<file path="config.mk">
export PLATFORM = sky130hd
export DESIGN_NAME = id_stage_flat
export DESIGN_NICKNAME = d
export VERILOG_FILES = /design/src/rtl/id_stage_if.sv /design/src/rtl/id_stage.sv /design/src/flat_wrapper.sv
export SDC_FILE = /design/constraint.sdc
export NUM_CORES = 1
export LEC_CHECK = 0
export ABC_CLOCK_PERIOD_IN_PS = 3700
export BUFFER_PORTS_ARGS = -buffer_cell sky130_fd_sc_hd__clkbuf_2
export CAP_MARGIN = 20
export CORE_ASPECT_RATIO = 1.25
export CORE_MARGIN = 4
export CORE_UTILIZATION = 33
export CTS_CLUSTER_SIZE = 25
export DETAILED_ROUTE_END_ITERATION = 8
export HOLD_SLACK_MARGIN = 0.03
export REMOVE_ABC_BUFFERS = 1
export SLEW_MARGIN = 5
export SYNTH_ARGS = -nofsm -noshare
export SYNTH_HDL_FRONTEND = slang
export SYNTH_SLANG_ARGS = --single-unit
</file>
<file path="constraint.sdc">
create_clock -name CLOCK_50 -period 3.7 [get_ports CLOCK_50]
set_input_delay 0 -clock CLOCK_50 [delete_from_list [all_inputs] [get_ports CLOCK_50]]
set_output_delay 0 -clock CLOCK_50 [all_outputs]
set_load 0.005 [all_outputs]
</file>
<file path="src/rtl/id_stage_if.sv">
// Fetch / execute / writeback signal bundle around the decode-issue stage.
// The slave modport is the decode stage; master is whatever surrounds it.
interface id_stage_if #(parameter int DW = 16);
  logic [31:0]   id_instr;
  logic [15:0]   fe_pc;
  logic          Stall;
  logic          Loop;
  logic [15:0]   PC_in;
  logic          ex_stall;
  logic          ex_valid;
  logic [4:0]    ex_op;
  logic [3:0]    ex_rd;
  logic [DW-1:0] ex_a;
  logic [DW-1:0] ex_b;
  logic [15:0]   ex_imm;
  logic [15:0]   ex_pc;
  logic          wb_we;
  logic [3:0]    wb_rd;
  logic [DW-1:0] wb_data;
  logic          halted;
  logic          illegal;

  modport master (
    output id_instr, fe_pc, ex_stall, wb_we, wb_rd, wb_data,
    input  Stall, Loop, PC_in, ex_valid, ex_op, ex_rd, ex_a, ex_b,
           ex_imm, ex_pc, halted, illegal
  );

  modport slave (
    input  id_instr, fe_pc, ex_stall, wb_we, wb_rd, wb_data,
    output Stall, Loop, PC_in, ex_valid, ex_op, ex_rd, ex_a, ex_b,
           ex_imm, ex_pc, halted, illegal
  );
endinterface

</file>
<file path="src/rtl/id_stage.sv">
// Decode / issue stage: register file with writeback bypass, RAW scoreboard,
// branch resolution back to fetch, and a registered issue slot to execute.
module id_stage #(
  parameter int NREG = 16,
  parameter int DW   = 16
) (
  input logic       CLOCK_50,
  input logic       reset,
  id_stage_if.slave bus
);

  typedef struct packed {
    logic          valid;
    logic [4:0]    op;
    logic [3:0]    rd;
    logic [DW-1:0] a;
    logic [DW-1:0] b;
    logic [15:0]   imm;
    logic [15:0]   pc;
  } issue_t;

  logic [4:0]    op;
  logic [3:0]    rd, rs, rt;
  logic [15:0]   imm;
  logic [DW-1:0] rf [NREG];
  logic [NREG-1:0] busy, busy_nxt;
  logic [15:0]   id_pc;
  logic          squash, halted, illegal;
  issue_t        ex_q;

  logic uses_rs, uses_rt, wr_rd, is_exop, legal, is_bnz, is_jmp, is_halt;
  logic [DW-1:0] a_val, b_val;
  logic rs_busy, rt_busy, hazard, issue, take;

  assign op  = bus.id_instr[31:27];
  assign rd  = bus.id_instr[26:23];
  assign rs  = bus.id_instr[22:19];
  assign rt  = bus.id_instr[18:15];
  assign imm = bus.id_instr[15:0];

  always_comb begin
    uses_rs = (op inside {[5'h01:5'h11]}) || (op == 5'h18);
    uses_rt = (op inside {[5'h01:5'h07]}) || (op == 5'h11);
    wr_rd   = op inside {[5'h01:5'h10]};
    is_exop = op inside {[5'h01:5'h11]};
    is_bnz  = (op == 5'h18);
    is_jmp  = (op == 5'h19);
    is_halt = (op == 5'h1F);
    legal   = (op inside {[5'h00:5'h11]}) || is_bnz || is_jmp || is_halt;
  end

  // Writeback in the same cycle is visible both as data and as a busy clear.
  always_comb begin
    a_val   = (rs == 4'd0) ? '0 : (bus.wb_we && bus.wb_rd == rs) ? bus.wb_data : rf[rs];
    b_val   = (rt == 4'd0) ? '0 : (bus.wb_we && bus.wb_rd == rt) ? bus.wb_data : rf[rt];
    rs_busy = busy[rs] && !(bus.wb_we && bus.wb_rd == rs);
    rt_busy = busy[rt] && !(bus.wb_we && bus.wb_rd == rt);
  end

  assign hazard = (uses_rs && rs_busy) || (uses_rt && rt_busy) || bus.ex_stall;
  assign issue  = !halted && !squash && !hazard;
  assign take   = issue && (is_jmp || (is_bnz && a_val != '0));

  // The squash cycle must let fetch advance so the branch target arrives.
  assign bus.Stall = halted || (!squash && hazard);
  assign bus.Loop  = take;
  assign bus.PC_in = !take ? 16'd0 : is_jmp ? imm : id_pc + 16'd1 + imm;

  always_comb begin
    busy_nxt = busy;
    if (bus.wb_we) busy_nxt[bus.wb_rd] = 1'b0;
    if (issue && wr_rd && rd != 4'd0) busy_nxt[rd] = 1'b1;
  end

  always_ff @(posedge CLOCK_50) begin
    if (reset) begin
      for (int i = 0; i < NREG; i++) rf[i] <= '0;
      busy    <= '0;
      id_pc   <= '0;
      squash  <= 1'b0;
      halted  <= 1'b0;
      illegal <= 1'b0;
      ex_q    <= '0;
    end else begin
      if (!bus.Stall) id_pc <= bus.fe_pc;
      if (bus.wb_we && bus.wb_rd != 4'd0) rf[bus.wb_rd] <= bus.wb_data;
      busy   <= busy_nxt;
      squash <= take;
      if (issue && is_halt) halted  <= 1'b1;
      if (issue && !legal)  illegal <= 1'b1;
      if (!bus.ex_stall) begin
        if (issue) begin
          ex_q.valid <= is_exop;
          ex_q.op    <= op;
          ex_q.rd    <= rd;
          ex_q.a     <= a_val;
          ex_q.b     <= b_val;
          ex_q.imm   <= imm;
          ex_q.pc    <= id_pc;
        end else begin
          ex_q.valid <= 1'b0;
        end
      end
    end
  end

  assign bus.ex_valid = ex_q.valid;
  assign bus.ex_op    = ex_q.op;
  assign bus.ex_rd    = ex_q.rd;
  assign bus.ex_a     = ex_q.a;
  assign bus.ex_b     = ex_q.b;
  assign bus.ex_imm   = ex_q.imm;
  assign bus.ex_pc    = ex_q.pc;
  assign bus.halted   = halted;
  assign bus.illegal  = illegal;

endmodule

</file>
<file path="src/flat_wrapper.sv">
// flat-port wrapper written by rule: the top's interface ports become plain ports
module id_stage_flat 
#(
  parameter int NREG = 16,
  parameter int DW   = 16
)
  (CLOCK_50, reset, bus_id_instr, bus_fe_pc, bus_ex_stall, bus_wb_we, bus_wb_rd, bus_wb_data, bus_Stall, bus_Loop, bus_PC_in, bus_ex_valid, bus_ex_op, bus_ex_rd, bus_ex_a, bus_ex_b, bus_ex_imm, bus_ex_pc, bus_halted, bus_illegal);
  id_stage_if #(.DW(DW)) bus_i ();
  input logic CLOCK_50;
  input logic reset;
  input wire logic [$bits(bus_i.id_instr)-1:0] bus_id_instr;
  input wire logic [$bits(bus_i.fe_pc)-1:0] bus_fe_pc;
  input wire logic [$bits(bus_i.ex_stall)-1:0] bus_ex_stall;
  input wire logic [$bits(bus_i.wb_we)-1:0] bus_wb_we;
  input wire logic [$bits(bus_i.wb_rd)-1:0] bus_wb_rd;
  input wire logic [$bits(bus_i.wb_data)-1:0] bus_wb_data;
  output wire logic [$bits(bus_i.Stall)-1:0] bus_Stall;
  output wire logic [$bits(bus_i.Loop)-1:0] bus_Loop;
  output wire logic [$bits(bus_i.PC_in)-1:0] bus_PC_in;
  output wire logic [$bits(bus_i.ex_valid)-1:0] bus_ex_valid;
  output wire logic [$bits(bus_i.ex_op)-1:0] bus_ex_op;
  output wire logic [$bits(bus_i.ex_rd)-1:0] bus_ex_rd;
  output wire logic [$bits(bus_i.ex_a)-1:0] bus_ex_a;
  output wire logic [$bits(bus_i.ex_b)-1:0] bus_ex_b;
  output wire logic [$bits(bus_i.ex_imm)-1:0] bus_ex_imm;
  output wire logic [$bits(bus_i.ex_pc)-1:0] bus_ex_pc;
  output wire logic [$bits(bus_i.halted)-1:0] bus_halted;
  output wire logic [$bits(bus_i.illegal)-1:0] bus_illegal;
  assign bus_i.id_instr = bus_id_instr;
  assign bus_i.fe_pc = bus_fe_pc;
  assign bus_i.ex_stall = bus_ex_stall;
  assign bus_i.wb_we = bus_wb_we;
  assign bus_i.wb_rd = bus_wb_rd;
  assign bus_i.wb_data = bus_wb_data;
  assign bus_Stall = bus_i.Stall;
  assign bus_Loop = bus_i.Loop;
  assign bus_PC_in = bus_i.PC_in;
  assign bus_ex_valid = bus_i.ex_valid;
  assign bus_ex_op = bus_i.ex_op;
  assign bus_ex_rd = bus_i.ex_rd;
  assign bus_ex_a = bus_i.ex_a;
  assign bus_ex_b = bus_i.ex_b;
  assign bus_ex_imm = bus_i.ex_imm;
  assign bus_ex_pc = bus_i.ex_pc;
  assign bus_halted = bus_i.halted;
  assign bus_illegal = bus_i.illegal;
  id_stage #(.NREG(NREG), .DW(DW)) u_core (.CLOCK_50(CLOCK_50), .reset(reset), .bus(bus_i));
endmodule
</file>
==> reports/metrics.cfg <==
[outcome]
status = finished, final reports clean

[detailed_routing]
viasPerCell = 5.44
drtPass1Iterations = 7
wl_um = 61800
drc = 0
wl_per_cell_um = 24.1
first_iter_violations = 1311
antenna_left = 0
dr_total_vias = 13900

[logic_synthesis]
yosys.area_share.adder = 0.0108
ys_ff_latch = 365
synth_common_cells = edfxtp_1 (256), and2_1 (245), nand2_1 (150)
synth.top_cell.area_share = 0.400
synthXorXnorAreaFrac = 0.00821
async_flop_share = 0
muxShareOfSynthArea = 0.202
ys_warn_count = 0
synth_top_area_cell = edfxtp_1
synth_area_sq_um = 19200
yosys_most_used_dff = edfxtp_1
yosysSeqAreaShare = 0.514
ys_types = 66
syn_area_per_cell_sq_um = 12.2
synth_cells = 1570
synth_compound_area_frac = 0.0692
synth_edf_count = 256
synth_top_family_by_area = multiplexers
synth_area_leaders = edfxtp_1 (40%), mux4_2 (17%), dfxtp_1 (11%)
yosys.area_share.simple = 0.167
synth_most_common_cell = edfxtp_1

[clock_tree]
cts_buffers = 40
clock_latency_ps = 570
cts.reportedPaths.clkPinSlew_ps = 60
cts_max_level = 2
cts_root_buf = clkbuf_16
clockBufferDepth = 3
cts_sinks = 365
tritoncts = yes

[power]
peakVddDrop_v = 0.000310
power.density_nw_per_um2 = 445
power_w = 0.0102
p_leak_nw = 8.65

[global_route]
grt_use_total = 0.194
grt_first_pass_wirelength_um = 91600
grt_overflow = 0
antenna_found_initial = 0
grt_pass1_vias = 14200
grt_max_degree = 74

[setup_path]
startpoint_type = flip-flop
cp.required_ps = 3700
cp_max_fo = 18
crit_path_top_delay_cell = mux4_2
path_depth = 9
crit_family = compound AO/OA/AOI/OAI gates
cp_num_buf_inv = 2
r2r_end = u_core.busy[10]$_SDFF_PP0_
end_kind = primary output
reg2regPathDepth = 10
r2r-start = u_core.busy[7]$_SDFF_PP0_
cp_common_cell = mux4_2
crit_path_max_incr_delay_ps = 490
r2r_setup_slack_ps = 130
crit_chain = mux4_2, mux4_2, o2111a_1, a311oi_4, nand2_4, a2111o_1, buf_12, a211oi_1, clkbuf_2
arrival_ps = 3580
setup.worst_path.class = flip-flop to primary output

[timing]
fin_ws_ps = 119
drv_slew = 0
tightest_slew_ps = 1150
max_freq_ghz = 0.279
min_period_ps = 3580
post-route-period-util = 0.968
finalSetupViolations = 0
finClkSkew_ps = 10.9
hold_viol_final = 0
rsz0062_at_grt = no
hold_slack_ps = 225
worst_slew_margin_rel = 0.232

[cells_and_area]
antenna_cells = 0
instances_no_fill = 2562
area_growth_pct = 20.0
layout.nets = 1868
layout-drive-gt1-share = 0.253
nFillCells = 5454

[place]
hpwl_um = 38800
gp_congestion = 0.806
dpl.cell_count = 2416
pre_cts_ws_ps = 337
port_buffers = 165

[job]
drv_cap = 0

[min_path]
whs_endpoint = u_core.id_pc[7]$_SDFFE_PP0N_
hold_start = bus_fe_pc[7]
hp-class = input port to flip-flop
min_path_cells = 4

[floorplanning]
fp.dieW_um = 224
placementRows = 98
dieArea_sq_um = 62100
start_util = 0.335
core-area_sq_um = 57400
top_level_ports = 166
die_h_um = 278

## registers in the layout, indices dropped and copies added, names as in the netlist
signal,count
u_core.bus.ex_imm,16
u_core.rf,256
u_core.bus.ex_pc,16
u_core.bus.ex_a,16
u_core.bus.ex_op,5
u_core.bus.ex_rd,4
u_core.bus.ex_valid,1
u_core.id_pc,16
u_core.bus.halted,1
u_core.squash,1
u_core.bus.ex_b,16
u_core.bus.illegal,1
u_core.busy,16
## tightest hold or removal path, cell delays in order
cell	delay (ps)
dlygate4sd3_1	520
clkbuf_2	100
mux2i_1	60
nor2_1	70
## worst max-delay path by stage
stage / slack (ps) / from / to
detailed placement: 340 / bus_id_instr[19] / bus_PC_in[8]
floorplan: -510 / u_core.busy[15]$_SDFF_PP0_ / bus_PC_in[0]
CTS: 20 / u_core.busy[7]$_SDFF_PP0_ / bus_PC_in[8]
finish: 120 / u_core.busy[7]$_SDFF_PP0_ / bus_PC_in[0]
global route: 6 / u_core.busy[7]$_SDFF_PP0_ / bus_PC_in[0]
global placement: 350 / bus_id_instr[19] / bus_PC_in[8]
## placed cells by master, fill, tap and decap left out, types with 40 or more instances in the layout
cell type	synthesis	routed
edfxtp_1	256	256
and2_1	245	245
clkbuf_2	0	160
nand2_1	150	149
mux4_2	142	142
dfxtp_1	109	109
a21oi_1	103	102
nor2_1	96	92
dlygate4sd3_1	0	70
mux2i_1	56	56
buf_4	3	41
clkbuf_16	0	40
## where the power goes
group	leakage, nW	internal (W)	switching [W]	total [W]
clock network	0.647	0.00234	0.00173	0.00407
registers	3.34	0.00461	0.000128	0.00474
logic	4.66	0.000650	0.000789	0.00144
## layer usage
metal | wire (um) | vias to the layer above | track usage
met5 | 0 | - | 0
met4 | 1920 | 0 | 0.0643
met3 | 4080 | 105 | 0.0302
met2 | 32000 | 569 | 0.349
met1 | 23800 | 7039 | 0.238
li1 | - | 6218 | -
## per-stage QoR
stage | utilization | cell area, sq um | TNS, ps
3_5_place_dp | 0.366 | 21000 | 0
6_report | 0.401 | 23000 | 0
3_3_place_gp | 0.366 | 21000 | 0
2_1_floorplan | - | 18800 | -7780
4_1_cts | 0.401 | 23000 | 0
5_1_grt | 0.401 | 23000 | 0
## kinds of logic after synthesis
kind of cell / count (synthesis)
AOI/OAI and AO/OA: 211
xor gates and xnor gates: 18
adders and majority gates: 16
buffers and inverters: 139
DFF: 365
muxes: 208
other: 1
and+or+nand+nor: 612
## layout make-up
| type | instances | area (sq um) | area share |
|---|---|---|---|
| Sequential cell | 365 | 9870 | 0.428 |
| Multi-Input combinational cell | 1082 | 8920 | 0.387 |
| Timing Repair Buffer | 278 | 1940 | 0.0842 |
| Clock buffer | 58 | 1120 | 0.0486 |
| Tap cell | 750 | 938 | 0.0407 |
| Clock inverter | 16 | 198 | 0.00858 |
| Inverter | 13 | 48.8 | 0.00212 |
## what timing repair did
action | in CTS | in global routing
cloned | 1 | 0
hold buffers | 70 | 0
pin swaps | 2 | 0
buffers inserted | 1 | 0
hold endpoints to repair | 284 | 0
endpoints found under the setup margin | 15 | 18
gates resized for setup | 2 | 6
Power figures use the tool's default switching activity.
